**config.mk**
```make
export PLATFORM = sky130hd
export DESIGN_NAME = if_exec_controller
export DESIGN_NICKNAME = d
export VERILOG_FILES = /design/src/rtl/if_exec_controller.sv
export SDC_FILE = /design/constraint.sdc
export NUM_CORES = 1
export LEC_CHECK = 0
export ABC_AREA = 1
export BUFFER_PORTS_ARGS = -buffer_cell sky130_fd_sc_hd__buf_2
export CAP_MARGIN = 20
export CORE_ASPECT_RATIO = 0.5
export CORE_MARGIN = 2
export CORE_UTILIZATION = 57
export CTS_CLUSTER_SIZE = 10
export DETAILED_ROUTE_END_ITERATION = 10
export PLACE_DENSITY = 0.93
export SLEW_MARGIN = 20
export SYNTH_ARGS = -nofsm -noshare
export SYNTH_HDL_FRONTEND = slang
export SYNTH_SLANG_ARGS = --single-unit
```
**constraint.sdc**
```tcl
create_clock -name i_clk -period 2.3 [get_ports i_clk]
set_input_delay 0.115 -clock i_clk [delete_from_list [all_inputs] [get_ports i_clk]]
set_output_delay 0.115 -clock i_clk [all_outputs]
set_load 0.02 [all_outputs]
```
**src/rtl/if_exec_controller.sv**
```systemverilog
// ---------------------------------------------------------------------------
// if_exec_controller
//
// Purpose:
//   Instruction-fetch sequencer for the debug unit. In LOAD it assembles
//   program bytes (MSB first) into WORD_BITS-wide instruction words and
//   writes each one into the IF instruction memory. A HALT_WORD ends the
//   load. It then issues the start pulse and gates the pipeline enable,
//   either continuously (RUN) or one cycle per command (STEP), until the
//   pipeline reports end of program.
//
// Ports:
//   i_clk          system clock, rising edge
//   i_reset        asynchronous reset, active-low
//   i_cmd_valid    command strobe (1 cycle)
//   i_cmd          1=LOAD 2=RUN 3=STEP 4=ABORT, other codes ignored
//   i_byte_valid   program byte strobe
//   i_byte         program byte, MSB first within each word
//   i_full_mem     IF instruction memory is full
//   i_end_program  halt instruction has retired in the pipeline
//   o_write_mem    1-cycle write pulse to IF
//   o_instruction  assembled word, valid while o_write_mem=1
//   o_start        1-cycle pulse: reset PC and start the program
//   o_enable       pipeline clock enable
//   o_state        IDLE=0 LOAD=1 READY=2 RUN=3 STEP=4 DONE=5
//   o_load_count   words written in the current load (saturating)
//   o_cycle_count  enabled cycles since last o_start (saturating)
//   o_error        sticky memory-overflow flag, cleared by accepted LOAD
// ---------------------------------------------------------------------------
module if_exec_controller #(
    parameter int                   WORD_BITS = 32,
    parameter logic [WORD_BITS-1:0] HALT_WORD = 32'hFFFF_FFFF,
    parameter int                   CNT_BITS  = 32
) (
    input  logic                 i_clk,
    input  logic                 i_reset,
    input  logic                 i_cmd_valid,
    input  logic [2:0]           i_cmd,
    input  logic                 i_byte_valid,
    input  logic [7:0]           i_byte,
    input  logic                 i_full_mem,
    input  logic                 i_end_program,
    output logic                 o_write_mem,
    output logic [WORD_BITS-1:0] o_instruction,
    output logic                 o_start,
    output logic                 o_enable,
    output logic [2:0]           o_state,
    output logic [CNT_BITS-1:0]  o_load_count,
    output logic [CNT_BITS-1:0]  o_cycle_count,
    output logic                 o_error
);

    localparam int NB    = WORD_BITS / 8;
    localparam int IDX_W = (NB > 1) ? $clog2(NB) : 1;

    localparam logic [IDX_W-1:0]    IDX_LAST = IDX_W'(NB - 1);
    localparam logic [IDX_W-1:0]    IDX_ONE  = IDX_W'(1);
    localparam logic [CNT_BITS-1:0] CNT_ONE  = CNT_BITS'(1);

    localparam logic [2:0] CMD_LOAD  = 3'd1;
    localparam logic [2:0] CMD_RUN   = 3'd2;
    localparam logic [2:0] CMD_STEP  = 3'd3;
    localparam logic [2:0] CMD_ABORT = 3'd4;

    typedef enum logic [2:0] {
        S_IDLE  = 3'd0,
        S_LOAD  = 3'd1,
        S_READY = 3'd2,
        S_RUN   = 3'd3,
        S_STEP  = 3'd4,
        S_DONE  = 3'd5
    } state_t;

    // Counters stick at all-ones instead of wrapping.
    function automatic logic [CNT_BITS-1:0] sat_inc(input logic [CNT_BITS-1:0] v);
        if (&v) begin
            return v;
        end
        return v + CNT_ONE;
    endfunction

    state_t                r_state;
    state_t                w_state_nx;
    logic [IDX_W-1:0]      r_idx;
    logic [WORD_BITS-1:0]  r_shift;

    logic                  r_write_mem;
    logic [WORD_BITS-1:0]  r_instruction;
    logic                  r_start;
    logic                  r_enable;
    logic [CNT_BITS-1:0]   r_load_count;
    logic [CNT_BITS-1:0]   r_cycle_count;
    logic                  r_error;

    logic                  w_write_nx;
    logic [WORD_BITS-1:0]  w_instr_nx;
    logic                  w_start_nx;
    logic                  w_enable_nx;
    logic [CNT_BITS-1:0]   w_load_cnt_nx;
    logic [CNT_BITS-1:0]   w_cycle_cnt_nx;
    logic                  w_error_nx;
    logic [IDX_W-1:0]      w_idx_nx;

    logic                  w_cmd_load;
    logic                  w_cmd_run;
    logic                  w_cmd_step;
    logic                  w_cmd_abort;
    logic                  w_byte_take;
    logic                  w_word_last;
    logic [WORD_BITS+7:0]  w_shift_ext;
    logic [WORD_BITS-1:0]  w_word;

    assign w_cmd_load  = i_cmd_valid && (i_cmd == CMD_LOAD);
    assign w_cmd_run   = i_cmd_valid && (i_cmd == CMD_RUN);
    assign w_cmd_step  = i_cmd_valid && (i_cmd == CMD_STEP);
    assign w_cmd_abort = i_cmd_valid && (i_cmd == CMD_ABORT);

    // Any command strobe, legal or not, takes priority over a byte in the
    // same cycle; the byte is simply dropped.
    assign w_byte_take = (r_state == S_LOAD) && i_byte_valid && !i_cmd_valid;
    assign w_word_last = w_byte_take && (r_idx == IDX_LAST);

    // New byte enters at the LSB, so the first byte of a word ends up on top.
    assign w_shift_ext = {r_shift, i_byte};
    assign w_word      = w_shift_ext[WORD_BITS-1:0];

    // State register
    always_ff @(posedge i_clk or negedge i_reset) begin
        if (!i_reset) begin
            r_state <= S_IDLE;
        end else begin
            r_state <= w_state_nx;
        end
    end

    // Next-state logic
    always_comb begin
        w_state_nx = r_state;
        if (w_cmd_abort) begin
            w_state_nx = S_IDLE;
        end else begin
            case (r_state)
                S_IDLE: begin
                    if (w_cmd_load) w_state_nx = S_LOAD;
                end
                S_LOAD: begin
                    if (w_word_last) begin
                        if (i_full_mem)               w_state_nx = S_IDLE;
                        else if (w_word == HALT_WORD) w_state_nx = S_READY;
                    end
                end
                S_READY, S_DONE: begin
                    if (w_cmd_load)      w_state_nx = S_LOAD;
                    else if (w_cmd_run)  w_state_nx = S_RUN;
                    else if (w_cmd_step) w_state_nx = S_STEP;
                end
                S_RUN: begin
                    if (i_end_program) w_state_nx = S_DONE;
                end
                S_STEP: begin
                    // End of program beats a simultaneous STEP or RUN.
                    if (i_end_program)  w_state_nx = S_DONE;
                    else if (w_cmd_run) w_state_nx = S_RUN;
                end
                default: w_state_nx = S_IDLE;
            endcase
        end
    end

    // Output logic: next values of the registered outputs
    always_comb begin
        w_write_nx     = 1'b0;
        w_instr_nx     = r_instruction;
        w_start_nx     = 1'b0;
        w_enable_nx    = 1'b0;
        w_load_cnt_nx  = r_load_count;
        w_cycle_cnt_nx = r_cycle_count;
        w_error_nx     = r_error;
        w_idx_nx       = r_idx;

        if (w_cmd_abort) begin
            // Counters and error are kept for inspection; the partial word is lost.
            w_idx_nx = '0;
        end else begin
            case (r_state)
                S_IDLE, S_READY, S_DONE: begin
                    if (w_cmd_load) begin
                        w_load_cnt_nx = '0;
                        w_error_nx    = 1'b0;
                        w_idx_nx      = '0;
                    end else if (r_state != S_IDLE && w_cmd_run) begin
                        w_start_nx     = 1'b1;
                        w_enable_nx    = 1'b1;
                        w_cycle_cnt_nx = '0;
                    end else if (r_state != S_IDLE && w_cmd_step) begin
                        // The first step is counted when it is issued.
                        w_start_nx     = 1'b1;
                        w_enable_nx    = 1'b1;
                        w_cycle_cnt_nx = CNT_ONE;
                    end
                end
                S_LOAD: begin
                    if (w_byte_take) begin
                        w_idx_nx = w_word_last ? '0 : (r_idx + IDX_ONE);
                        if (w_word_last) begin
                            if (i_full_mem) begin
                                w_error_nx = 1'b1;
                            end else begin
                                w_write_nx    = 1'b1;
                                w_instr_nx    = w_word;
                                w_load_cnt_nx = sat_inc(r_load_count);
                            end
                        end
                    end
                end
                S_RUN: begin
                    // Enable is always high in RUN, including the cycle that
                    // samples end of program, so every edge here counts.
                    w_cycle_cnt_nx = sat_inc(r_cycle_count);
                    w_enable_nx    = !i_end_program;
                end
                S_STEP: begin
                    if (!i_end_program) begin
                        if (w_cmd_run) begin
                            w_enable_nx = 1'b1;
                        end else if (w_cmd_step) begin
                            w_enable_nx    = 1'b1;
                            w_cycle_cnt_nx = sat_inc(r_cycle_count);
                        end
                    end
                end
                default: begin
                    w_idx_nx = '0;
                end
            endcase
        end
    end

    always_ff @(posedge i_clk or negedge i_reset) begin
        if (!i_reset) begin
            r_write_mem   <= 1'b0;
            r_instruction <= '0;
            r_start       <= 1'b0;
            r_enable      <= 1'b0;
            r_load_count  <= '0;
            r_cycle_count <= '0;
            r_error       <= 1'b0;
            r_idx         <= '0;
        end else begin
            r_write_mem   <= w_write_nx;
            r_instruction <= w_instr_nx;
            r_start       <= w_start_nx;
            r_enable      <= w_enable_nx;
            r_load_count  <= w_load_cnt_nx;
            r_cycle_count <= w_cycle_cnt_nx;
            r_error       <= w_error_nx;
            r_idx         <= w_idx_nx;
        end
    end

    // Byte assembly register; stale contents are harmless because the
    // byte index restarts at zero and a full word overwrites every byte.
    always_ff @(posedge i_clk) begin
        if (w_byte_take) begin
            r_shift <= w_word;
        end
    end

    assign o_write_mem   = r_write_mem;
    assign o_instruction = r_instruction;
    assign o_start       = r_start;
    assign o_enable      = r_enable;
    assign o_state       = r_state;
    assign o_load_count  = r_load_count;
    assign o_cycle_count = r_cycle_count;
    assign o_error       = r_error;

endmodule

```
# After elaboration in Yosys (flattened, before gate mapping)

Cells that the tools add are included.

Register bits: 129
Output and inout port bits: 103

Add/subtract/negate cells: 3
Equal/unequal tests: 31
Multiplexer cells: 67
Bitwise logic cells: 2
Reductions and logical operators: 26

Operator list:

| operator                | count |
|---|---|
| $mux W32                | 14 |
| $pmux W32 S3            | 1 |
| $add A32 B1 Y32 const B | 2 |
| $pmux W32 S2            | 1 |
| $reduce_and A32 Y1      | 2 |
| $mux W3                 | 11 |
| $eq A32 B32 Y1 const B  | 1 |
| $mux W1                 | 32 |
| $ne A3 B3 Y1 const B    | 7 |
| $ne A2 B2 Y1 const B    | 9 |
| $pmux W3 S5             | 1 |
| $reduce_and A7 Y1       | 2 |
| $eq A3 B2 Y1 const B    | 4 |
| $reduce_and A6 Y1       | 2 |
| $eq A3 B3 Y1 const B    | 3 |
| $logic_and A1 B1 Y1     | 9 |
| $mux W2                 | 4 |
| $eq A3 B1 Y1 const B    | 2 |
| $pmux W2 S3             | 1 |
| $reduce_bool A3 Y1      | 2 |
| $ne A5 B5 Y1 const B    | 1 |
| $reduce_and A5 Y1       | 1 |
| $ne A4 B3 Y1 const B    | 1 |
| $ne A4 B4 Y1 const B    | 1 |
| 12 further kinds        | 15 |

# Depth between registers and ports, before layout

Gate-level depths: netlist of the first run.

Depth after elaboration: 13
Gate-level depth with buffers: 13

# Worst setup path after synthesis of the first run

Ideal clock, no wire load.

Path type: flip-flop to flip-flop
From: register r_state[1], in the netlist o_state[1]
To: register r_error, in the netlist o_error
Arrival time: 1860 ps
Slack: 310 ps
Cell stages (with the launch flop): 9
Buffers on the path: 0
Clock period less this slack: 1990 ps
Cells stage by stage: dfrtp_1 -> inv_1 -> nand3_2 -> inv_2 -> nand2_1 -> inv_1 -> nand3_1 -> a21oi_1 -> o21ai_0

Longest elaborated chain between the ends: 6
Elaborated cells on any way between the ends: 15
Those cells by class: eq/ne (7); mux (1); reduce/logical (7)

RTL lines:

| item                                 | RTL line | text |
|---|---|---|
| from (decl)                          | 82       | `state_t r_state;` |
| from (signal assigned)               | 132      | `r_state <= w_state_nx;` |
| $eq A3 B1 Y1 *                       | 120      | `assign w_byte_take = (r_state == S_LOAD) && i_byte_valid && !i_cmd_valid;` |
| $logic_and A1 B1 Y1 * (2 in series)  | 120      |  |
| via w_byte_take                      | 108      | `logic w_byte_take;` |
| $logic_and A1 B1 Y1                  | 121      | `assign w_word_last = w_byte_take && (r_idx == IDX_LAST);` |
| $ne A2 B2 Y1 (no source line)        | -        |  |
| $reduce_and A6 Y1 (no source line) * | -        |  |
| to (signal assigned)                 | 256      | `r_error <= w_error_nx;` |
| to (decl)                            | 93       | `logic r_error;` |

Mark *: on every way through the listed nets, which the timed path passes. The rest lies on a longest branch.
A chain may end at the register's enable or synchronous reset.

# Worst setup path after layout of the first run

From: register r_cycle_count[1], in the netlist o_cycle_count[1]
To: register r_cycle_count[10], in the netlist o_cycle_count[10]

Longest elaborated chain between the ends: 12
Elaborated cells on any way between the ends: 16
Those cells by class: add/sub (1); mux (14); reduce/logical (1)

RTL lines:

| item                   | RTL line | text |
|---|---|---|
| from (decl)            | 92       | `logic [CNT_BITS-1:0] r_cycle_count;` |
| from (signal assigned) | 255      | `r_cycle_count <= w_cycle_cnt_nx;` |
| $reduce_and A32 Y1     | 76       | `if (&v) begin` |
| $mux W1                | 76       |  |
| $mux W1                | 226      | `end else if (w_cmd_step) begin` |
| $mux W1                | 224      | `if (w_cmd_run) begin` |
| $mux W1                | 223      | `if (!i_end_program) begin` |
| $mux W1                | 185      | `case (r_state)` |
| $mux W1                | 181      | `if (w_cmd_abort) begin` |
| $mux W32               | 79       | `return v + CNT_ONE;` |
| $mux W32               | 226      |  |
| $mux W32               | 224      |  |
| $mux W32               | 223      |  |
| $pmux W32 S3 *         | 185      |  |

Mark *: on every way between the ends. The rest lies on a longest branch, timed or not. The select of a mux whose other input is x is not followed.

==> results of run 1 <==
Yosys cell counts:
library cell  number  area [µm²]
nand2_2            2        12.5
nand4_4            1        21.3
nand4_1           10        62.6
nor2_1           143         537
clkbuf_1           7        26.3
edfxtp_1          24         721
o31ai_1            1        7.51
nand3b_1           2        15.0
clkinv_1           1        3.75
inv_1             59         221
buf_2              6        30.0
a21oi_1            4        20.0
dfrtp_1          105        2630
nor3_1             4        20.0
xor2_1            14         123
ha_1               3        37.5
nand2_1          449        1690
o21ai_1           11        55.1
xnor2_1           21         184
inv_2              4        15.0
o211ai_1           1        7.51
nand3_2            1        10.0
and2_1             2        12.5
buf_6              5        56.3
nand3_1           66         330
nor2_2             4        25.0
o22ai_1            1        6.26
buf_4              5        37.5
nand2_4            1        11.3
o21ai_0           24         120
or2_2              2        12.5
nor2_4             1        11.3
through the flow:
step	TNS, ns	hold slack [ns]	instances
after floorplan	0	-0.181	984
after global placement	0	0.00555	1265
after detailed placement	0	0.0106	1265
after CTS	0	0.0382	1306
after global routing	-0.198	0.0641	1309
final	0	0.0452	1309
cell type report:
cell class / count / area, µm²
flip-flops and latches: 129 / 3350
clock buffers: 25 / 528
multi-input cells: 769 / 3340
repair buffers: 150 / 878
well taps: 165 / 206
inverters: 64 / 240
fillers: 907 / 3340
clock inverters: 7 / 71.3
logic make-up (layout without fill, tap and decap cells):
| logic type | count (synthesis) | in the layout | synth area share, % |
|---|---|---|---|
| XOR/XNOR | 35 | 35 | 4.34 |
| AND/OR/NAND/NOR | 688 | 689 | 39.2 |
| flip-flops | 129 | 129 | 47.4 |
| buffers and inverters | 87 | 246 | 5.52 |
| AO/OA/AOI/OAI | 42 | 42 | 3.06 |
| adder cells (fa/ha/maj) | 3 | 3 | 0.531 |
flip-flops by register name, summed over array words and instances, names as in the netlist, 2 cells and up:
register	flops
o_instruction	32
o_load_count	32
r_idx	2
r_shift	24
o_cycle_count	32
o_state	3
where the power goes:
part	leakage [nW]	internal (mW)	switching (mW)
sequential	1.68	2.48	0.125
combinational	2.30	0.564	1.38
clock	0.286	1.70	1.02
layout by cell type (no fill, tap or decap), types with 2 or more instances in the layout:
cell type      count
clkbuf_1           3
and2_1             2
inv_1             59
clkbuf_8           3
clkbuf_16         19
xnor2_1           21
nand2_2            3
o21ai_0           24
buf_12             2
nand2_1          449
nor3_1             4
inv_2              4
dfrtp_1          105
nor2_1           142
xor2_1            14
nand3_1           66
o21ai_1           11
edfxtp_1          24
clkinv_2           2
ha_1               3
clkinvlp_4         3
buf_2            118
nor2_2             5
dlygate4sd3_1      9
nand3b_1           2
a21oi_1            4
nand4_1           10
buf_4             21
or2_2              2
what timing repair did:
action	CTS	global route
setup endpoints to repair	0	21
endpoints found under the hold margin	121	0
buffers inserted	0	2
hold buffers	9	0
gates resized for setup	0	1
worst register-to-register path, cell delays in order (launching register included):
cell and delay, ns:
dfrtp_1 0.41, ha_1 0.23, inv_1 0.08, nor2_2 0.21, nand3_1 0.16, nor2_2 0.21
nand3_1 0.21, nand2_4 0.19, inv_1 0.14, nand2_1 0.11, nand2_1 0.06
metal layers:
layer / wire, µm / vias to the layer above / part of all wire [%] / global-route usage [%]
met4: 637 / 0 / 3.2 / 14.0
met1: 7820 / 3264 / 39 / 37.0
met5: 0 / - / 0 / 0
met3: 1570 / 58 / 7.9 / 5.34
met2: 9770 / 379 / 49 / 54.6
li1: - / 3375 / - / -
worst paths after layout:
| kind | from | to | depth (start not counted) |
|---|---|---|---|
| max in group asynchronous | i_reset | o_enable$_DFF_PN0_ | 3 |
| worst min register to register | r_shift[20]$_DFFE_PP_ | o_instruction[28]$_DFFE_PN0P_ | 2 |
| min in group asynchronous | i_reset | o_load_count[19]$_DFFE_PN0P_ | 2 |
| worst max-delay path | o_cycle_count[1]$_DFFE_PN0P_ | o_cycle_count[10]$_DFFE_PN0P_ | 10 |
| worst max register to register | o_cycle_count[1]$_DFFE_PN0P_ | o_cycle_count[10]$_DFFE_PN0P_ | 10 |
| worst min-delay path | i_full_mem | o_error$_DFFE_PN0P_ | 3 |
==> results by group, run 1 <==
Synthesis
  • Synth Instances: 984
  • Synth unique cells: 32
  • #FFs+latches synth: 129
  • Mapped Avg Cell Area: 7.18 µm²
  • Synth Net Count: 1004
  • Sequential share of the synthesized area: 47.4%
  • Post-synthesis instance area: 0.00707 mm²
  • Yosys warnings: 0

Worst setup path
  • Crit end category: flip-flop
  • Crit path DAT: 2.42 ns
  • Slowest cell on crit path: dfrtp_1
  • CP max stage delay: 0.41 ns
  • Crit path buffers/inverters: 2
  • R2R Setup Slk: 0.19 ns
  • CP Max Fanout: 8
  • Worst-path cell chain: ha_1, inv_1, nor2_2, nand3_1, nor2_2, nand3_1, nand2_4, inv_1, nand2_1, nand2_1
  • Critical Path Start Type: flip-flop
  • Critical Path RT: 2.60 ns
  • CP top delay family: simple AND/OR/NAND/NOR gates
  • Crit path kind: flip-flop to flip-flop

GRT
  • Initial antenna violation count: 0
  • GRT Total Usage: 30.5%
  • Vias in the first global route: 6487
  • First-pass GRT wire length: 31400 µm
  • GRT overflow: 0
  • Largest net degree at the start of global routing: 62

CTS
  • Worst-path clk slew: 0.06 ns
  • Num CTS Buffers: 17
  • Worst-skew pair later-pin latency: 0.42 ns
  • CTS sink count: 129
  • Max Root-Sink Buffers: 2
  • CTS tree: done
  • CTS H-tree depth: 4
  • Root Driver: clkbuf_16

Final layout
  • Cell area after layout: 0.00861 mm²
  • Utilization after layout: 72.1%
  • Nets: 1151
  • P&R area growth vs syn: 21.8%
  • Diode count: 0
  • Share of layout cells above drive strength 1: 16.4%

Timing
  • Final Hold Viols: 0
  • Final min period: 2.11 ns
  • F_max: 473 MHz
  • Setup WS post-layout: 0.185 ns
  • Worst Tran Pin Value: 0.454 ns
  • Count of final setup violators: 0
  • Final Max Tran Viols: 0
  • Period utilization: 91.9%
  • Worst Skew: 0.0107 ns
  • Slew Limit Headroom: 69.6%

Run
  • MaxCap Viol Count: 0

Placed design
  • Placed wire-length estimate: 13600 µm
  • Number of buffers added on ports: 119
  • Setup Slack @ Placement: 0.178 ns
  • Gpl congestion: 0.962
  • Area after DPL: 0.00790 mm²

Detailed routing
  • DR pass1 iterations: 7
  • Vias per inst: 5.41
  • Detailed Route WL: 19800 µm
  • Initial DRC Count: 586
  • Routed Antenna Nets: 0
  • Drt drc: 0
  • Routed len/inst: 15.1 µm
  • Vias: 7076

Die
  • Die width: 161 µm
  • Die area: 0.0134 mm²
  • Core Area: 0.0119 mm²
  • Initial Utilization: 59.1%
  • Die Y: 82.7 µm
  • # IOs: 120
  • Number of cell rows: 28

Min path
  • Worst hold-check path type: input port to flip-flop

Power
  • Worst IR Drop VDD: 0.491 mV
  • Pwr Total: 7.27 mW
  • Leak: 4.27 nW
  • Power per Cell Area: 844 mW/mm²

Run status
  • Run status: finished, final reports clean
Power figures use the tool's default switching activity.
==> inputs of run 2 (changes only) <==
- CORE_MARGIN: 2 -> default
==> run 2 against run 1 <==
Via count is 0.28% higher. Sequential share of layout area up 0.11 points. Global-route usage is 0.45 points higher. Fmax down 0.33%. Largest power group unchanged.
==> results by group, run 2 (same netlist as run 1, synthesis figures left out) <==
Run status
  • Run status: finished, final reports clean (unchanged)

Final layout
  • Most frequent cells in the layout: nand2_1, nor2_1, buf_2 (unchanged)
  • P&R area growth vs syn: 21.5% (was 21.8%)
  • Diode count: 0 (unchanged)
  • Nets: 1147 (was 1151)
  • Cell area after layout: 0.00858 mm² (was 0.00861 mm²)
  • Commonest non-fill, non-tap cell in the layout: nand2_1 (unchanged)
  • Share of layout cells above drive strength 1: 16.1% (was 16.4%)

Worst setup path
  • Crit end category: flip-flop (unchanged)
  • RR Endpoint: o_cycle_count[10]$_DFFE_PN0P_ (unchanged)
  • CP Max Fanout: 27 (was 8)
  • Worst reg2reg path depth: 10 (unchanged)
  • Crit path DAT: 2.43 ns (was 2.42 ns)
  • Critical Path RT: 2.61 ns (was 2.60 ns)
  • Critical Path Start Type: flip-flop (unchanged)
  • Crit path kind: flip-flop to flip-flop (unchanged)
  • R2R Setup Slk: 0.18 ns (was 0.19 ns)
  • Worst r2r src: o_cycle_count[1]$_DFFE_PN0P_ (unchanged)

GRT
  • GRT overflow: 0 (unchanged)
  • GRT Total Usage: 30.9% (was 30.5%)
  • Largest net degree at the start of global routing: 70 (was 62)
  • Initial antenna violation count: 0 (unchanged)
  • First-pass GRT wire length: 30700 µm (was 31400 µm)
  • Vias in the first global route: 6549 (was 6487)

Detailed routing
  • Vias per inst: 5.44 (was 5.41)
  • Detailed Route WL: 19200 µm (was 19800 µm)
  • Routed Antenna Nets: 0 (unchanged)
  • Vias: 7096 (was 7076)
  • DR pass1 iterations: 5 (was 7)
  • Routed len/inst: 14.7 µm (was 15.1 µm)
  • Drt drc: 0 (unchanged)
  • Initial DRC Count: 457 (was 586)

Die
  • # IOs: 120 (unchanged)
  • Die width: 159 µm (was 161 µm)
  • Initial Utilization: 59.1% (unchanged)
  • Core Area: 0.0119 mm² (unchanged)
  • Number of cell rows: 28 (unchanged)
  • Die area: 0.0129 mm² (was 0.0134 mm²)
  • Die Y: 80.7 µm (was 82.7 µm)

Timing
  • Final min period: 2.12 ns (was 2.11 ns)
  • Worst Tran Pin Value: 0.482 ns (was 0.454 ns)
  • Slew Limit Headroom: 67.8% (was 69.6%)
  • Period utilization: 92.2% (was 91.9%)
  • F_max: 471 MHz (was 473 MHz)
  • Setup Total Neg Slack: 0 ns (unchanged)
  • Count of final setup violators: 0 (unchanged)
  • Final Max Tran Viols: 0 (unchanged)
  • Worst Skew: 0.0106 ns (was 0.0107 ns)
  • Unrepaired setup endpoints after global routing: false
  • Final Hold Viols: 0 (unchanged)

Placed design
  • Number of buffers added on ports: 119 (unchanged)
  • Gpl congestion: 0.976 (was 0.962)
  • Placed wire-length estimate: 13100 µm (was 13600 µm)
  • Area after DPL: 0.00788 mm² (was 0.00790 mm²)

CTS
  • CTS sink count: 129 (unchanged)
  • CTS tree: done (unchanged)
  • Post-CTS Resized: 0 (unchanged)
  • Worst-skew pair later-pin latency: 0.42 ns (about the same)
  • Max Root-Sink Buffers: 2 (unchanged)
  • Num CTS Buffers: 17 (unchanged)
  • CTS H-tree depth: 4 (unchanged)
  • Root Driver: clkbuf_16 (unchanged)
  • Worst-path clk slew: 0.06 ns (about the same)

Power
  • Combinational power share: 25.5% (was 26.8%)
  • Power per Cell Area: 856 mW/mm² (was 844 mW/mm²)
  • Switching part of the total: 34.7% (was 34.8%)
  • Worst IR Drop VDD: 0.538 mV (was 0.491 mV)
  • Leak: 4.26 nW (was 4.27 nW)
  • Seq pwr share: 35.4% (was 35.8%)
  • NetSw: 2.55 mW (was 2.53 mW)
  • Pint: 4.80 mW (was 4.74 mW)
  • Clock Power Share: 39.1% (was 37.4%)
  • Pwr Total: 7.35 mW (was 7.27 mW)

Min path
  • Worst Hold Depth: 3 (unchanged)
  • Worst hold-check path type: input port to flip-flop (unchanged)
  • Hold Path End: o_error$_DFFE_PN0P_ (unchanged)
  • Hold wc startpoint: i_full_mem (unchanged)

Run
  • MaxCap Viol Count: 0 (unchanged)
-- run 2: cell count changes in the layout (fill, tap and decap cells not counted), moves of 2 or more --
cell / delta
clkbuf_8: -3
bufinv_16: +3
clkbuf_1: -2
clkbuf_16: -2
buf_4: -2
clkinv_4: +2
-- run 2: worst max path at each step --
stage	start	endpoint	slack, ns	cells past startpoint
floorplan	o_state[1]$_DFFE_PN0P_	o_error$_DFFE_PN0P_	0.31	8
global placement	o_cycle_count[1]$_DFFE_PN0P_	o_cycle_count[13]$_DFFE_PN0P_	0.32	10
detailed placement	o_cycle_count[1]$_DFFE_PN0P_	o_cycle_count[25]$_DFFE_PN0P_	0.21	9
CTS	o_cycle_count[1]$_DFFE_PN0P_	o_cycle_count[25]$_DFFE_PN0P_	0.19	9
global route	o_cycle_count[1]$_DFFE_PN0P_	o_cycle_count[25]$_DFFE_PN0P_	0.03	9
finish	o_cycle_count[1]$_DFFE_PN0P_	o_cycle_count[10]$_DFFE_PN0P_	0.18	10
-- run 2: worst max-delay path, stage by stage (launching register included) --
cell     delay [ns]
dfrtp_1        0.41
ha_1           0.23
inv_1          0.08
nor2_2         0.20
nand3_1        0.10
nor2_1         0.19
nand3_1        0.15
nand2_4        0.27
inv_1          0.19
nand2_1        0.12
nand2_1        0.05
-- run 2: routing by layer --
metal / up-vias / GRT usage, % / routed length, µm
li1: 3363 / - / -
met1: 3286 / 35.9 / 7570
met2: 379 / 55.4 / 9450
met3: 68 / 5.68 / 1480
met4: 0 / 17.6 / 667
met5: - / 0 / 0
-- run 2: power groups by stage --
stage	combinational (mW)	sequential, mW	clock [mW]
floorplan	1.26	2.72	0
global placement	1.76	2.62	0
detailed placement	1.81	2.64	0
CTS	1.85	2.59	2.87
global route	2.05	2.61	3.01
finish	1.87	2.60	2.87
-- run 2: repair_timing --
item	in CTS	in global routing
hold endpoints to repair	52	0
buffers inserted	0	0
setup endpoints to repair	0	2
hold buffers	9	0
-- run 2: area by class of cell --
| type | count | area, µm² |
|---|---|---|
| Timing Repair Buffer | 147 | 843 |
| Sequential cell | 129 | 3350 |
| Clock inverter | 14 | 189 |
| Clock buffer | 18 | 429 |
| Tap cell | 165 | 206 |
| Multi-Input combinational cell | 768 | 3330 |
| Fill cell | 916 | 3360 |
| Inverter | 64 | 240 |
-- run 2: metrics by stage --
stage | utilization (%) | hold slack, ns | std cells | setup slack [ns]
CTS | 71.8 | 0.0143 | 1305 | 0.186
detailed placement | 65.9 | 0.109 | 1264 | 0.211
global placement | 65.9 | 0.108 | 1264 | 0.322
floorplan | - | -0.181 | 984 | 0.310
global route | 71.8 | 0.0598 | 1305 | 0.0253
finish | 71.8 | 0.0265 | 1305 | 0.178
==> inputs of run 3 (changes only) <==
- CORE_UTILIZATION: 57 -> 59
- CTS_BUF_LIST: default -> sky130_fd_sc_hd__clkbuf_8
- PLACE_DENSITY: 0.93 -> 0.95
==> run 3 against run 2 <==
First-iteration DRC count up 62%. Combinational power about the same. Worst hold slack better by 0.045 ns. Die area down 3.3%. Count of clock-buffer cells in the layout down 1. Utilization up 2.4 points. Fmax down 0.61%.
==> results by group, run 3 (same netlist as run 1, synthesis figures left out) <==
Run status
  • Run status: finished, final reports clean (unchanged)

Timing
  • Unrepaired setup endpoints after global routing: false (unchanged)
  • WHS: 0.0719 ns (was 0.0265 ns)
  • Worst Tran Pin Value: 0.390 ns (was 0.482 ns)
  • Setup Total Neg Slack: 0 ns (unchanged)
  • F_max: 468 MHz (was 471 MHz)
  • Final Hold Viols: 0 (unchanged)
  • Worst Skew: 0.0155 ns (was 0.0106 ns)
  • Final min period: 2.13 ns (was 2.12 ns)
  • Period utilization: 92.8% (was 92.2%)
  • Final Max Tran Viols: 0 (unchanged)
  • Slew Limit Headroom: 73.9% (was 67.8%)
  • Count of final setup violators: 0 (unchanged)

Final layout
  • Share of layout cells above drive strength 1: 16.5% (was 16.1%)
  • Diode count: 0 (unchanged)
  • P&R area growth vs syn: 18.9% (was 21.5%)
  • Nets: 1149 (was 1147)
  • Cell area after layout: 0.00840 mm² (was 0.00858 mm²)
  • Most frequent cells in the layout: nand2_1, nor2_1, buf_2 (unchanged)
  • Commonest non-fill, non-tap cell in the layout: nand2_1 (unchanged)

CTS
  • CTS sink count: 129 (unchanged)
  • Worst-skew pair later-pin latency: 0.46 ns (was 0.42 ns)
  • Worst-path clk slew: 0.09 ns (was 0.06 ns)
  • Post-CTS setup buffers: 0 (unchanged)
  • Num CTS Buffers: 17 (unchanged)
  • CTS H-tree depth: 4 (unchanged)
  • CTS tree: done (unchanged)
  • Max Root-Sink Buffers: 2 (unchanged)
  • Root Driver: clkbuf_8 (was clkbuf_16)

Die
  • Number of cell rows: 27 (was 28)
  • Die area: 0.0124 mm² (was 0.0129 mm²)
  • Initial Utilization: 62.4% (was 59.1%)
  • # IOs: 120 (unchanged)
  • Die width: 157 µm (was 159 µm)
  • Core Area: 0.0113 mm² (was 0.0119 mm²)
  • Die Y: 79.4 µm (was 80.7 µm)

Placed design
  • Gpl congestion: 0.993 (was 0.976)
  • Placed wire-length estimate: 13500 µm (was 13100 µm)
  • Area after DPL: 0.00789 mm² (was 0.00788 mm²)
  • Number of buffers added on ports: 119 (unchanged)

Worst setup path
  • Crit end category: flip-flop (unchanged)
  • Crit path kind: flip-flop to flip-flop (unchanged)
  • Crit path DAT: 2.52 ns (was 2.43 ns)
  • Critical Path RT: 2.69 ns (was 2.61 ns)
  • CP Max Fanout: 30 (was 27)
  • Critical Path Start Type: flip-flop (unchanged)

Detailed routing
  • DR pass1 iterations: 6 (was 5)
  • Vias: 6937 (was 7096)
  • Initial DRC Count: 739 (was 457)
  • Vias per inst: 5.33 (was 5.44)
  • Routed len/inst: 14.5 µm (was 14.7 µm)
  • Routed Antenna Nets: 0 (unchanged)
  • Drt drc: 0 (unchanged)
  • Detailed Route WL: 18800 µm (was 19200 µm)

Run
  • MaxCap Viol Count: 0 (unchanged)

Power
  • Worst IR Drop VDD: 0.441 mV (was 0.538 mV)
  • Leak: 4.18 nW (was 4.26 nW)
  • Power per Cell Area: 771 mW/mm² (was 856 mW/mm²)

GRT
  • Initial antenna violation count: 0 (unchanged)
  • Largest net degree at the start of global routing: 41 (was 70)
  • GRT Total Usage: 31.9% (was 30.9%)
  • GRT overflow: 0 (unchanged)
  • Vias in the first global route: 6511 (was 6549)
  • First-pass GRT wire length: 30700 µm (about the same)

Min path
  • Worst hold-check path type: input port to async pin (was input port to flip-flop)
[run 3: cell type report]
| type | instances | area, µm² |
|---|---|---|
| sequential | 129 | 3350 |
| clock buffer | 17 | 234 |
| timing repair buffer | 149 | 873 |
| clock inverter | 15 | 161 |
| inverter | 64 | 240 |
| fill | 826 | 2910 |
| tap | 159 | 199 |
| multi-input combinational | 768 | 3350 |
[run 3: critical path: stages (launching register included)]
cell	delay [ns]
dfrtp_1	0.44
inv_1	0.17
nand3_1	0.17
nand2_1	0.18
o21ai_1	0.11
nor2_2	0.28
nand2_8	0.19
nor2_4	0.30
nand2_1	0.12
nand2_1	0.10
[run 3: stage by stage]
step                      instances  total power, mW  util [%]  setup WS, ns
final                          1301             6.48      74.3         0.165
after global routing           1301             6.79      74.3        0.0201
after CTS                      1301             6.44      74.1        0.0915
after detailed placement       1259             4.45      69.7         0.126
after global placement         1259             4.39      69.7         0.307
after floorplan                 984             3.99         -         0.310
[run 3: layer usage]
| layer | up-vias | part of all wire [%] | track usage (%) |
|---|---|---|---|
| met3 | 51 | 7.9 | 8.09 |
| met4 | 0 | 2.4 | 13.3 |
| met1 | 3235 | 42 | 40.6 |
| li1 | 3366 | - | - |
| met2 | 285 | 47 | 52.4 |
| met5 | - | 0 | 0 |
[run 3: path summary, 6_finish.rpt]
path                                   startpoint                            end  slack [ns]  depth (start not counted)
min reg2reg                 r_shift[16]$_DFFE_PP_  o_instruction[24]$_DFFE_PN0P_        0.48                          2
min                                       i_reset   o_instruction[4]$_DFFE_PN0P_        0.07                          2
max reg2reg                o_state[1]$_DFFE_PN0P_  o_cycle_count[19]$_DFFE_PN0P_        0.17                          9
max                        o_state[1]$_DFFE_PN0P_  o_cycle_count[19]$_DFFE_PN0P_        0.17                          9
min in group i_clk                  i_end_program             o_enable$_DFF_PN0_        0.08                          6
max in group asynchronous                 i_reset    o_load_count[0]$_DFFE_PN0P_        1.56                          3
[run 3: repair_timing]
| item | 4_1_cts | 5_1_grt |
|---|---|---|
| hold endpoints to repair | 122 | 0 |
| setup endpoints to repair | 0 | 49 |
| hold buffers | 10 | 0 |
| resized for setup | 0 | 4 |
[run 3: power by group]
group	switching [mW]	internal, mW	leakage [nW]
combinational	1.34	0.546	2.30
sequential	0.127	2.47	1.68
clock	1.08	0.911	0.206
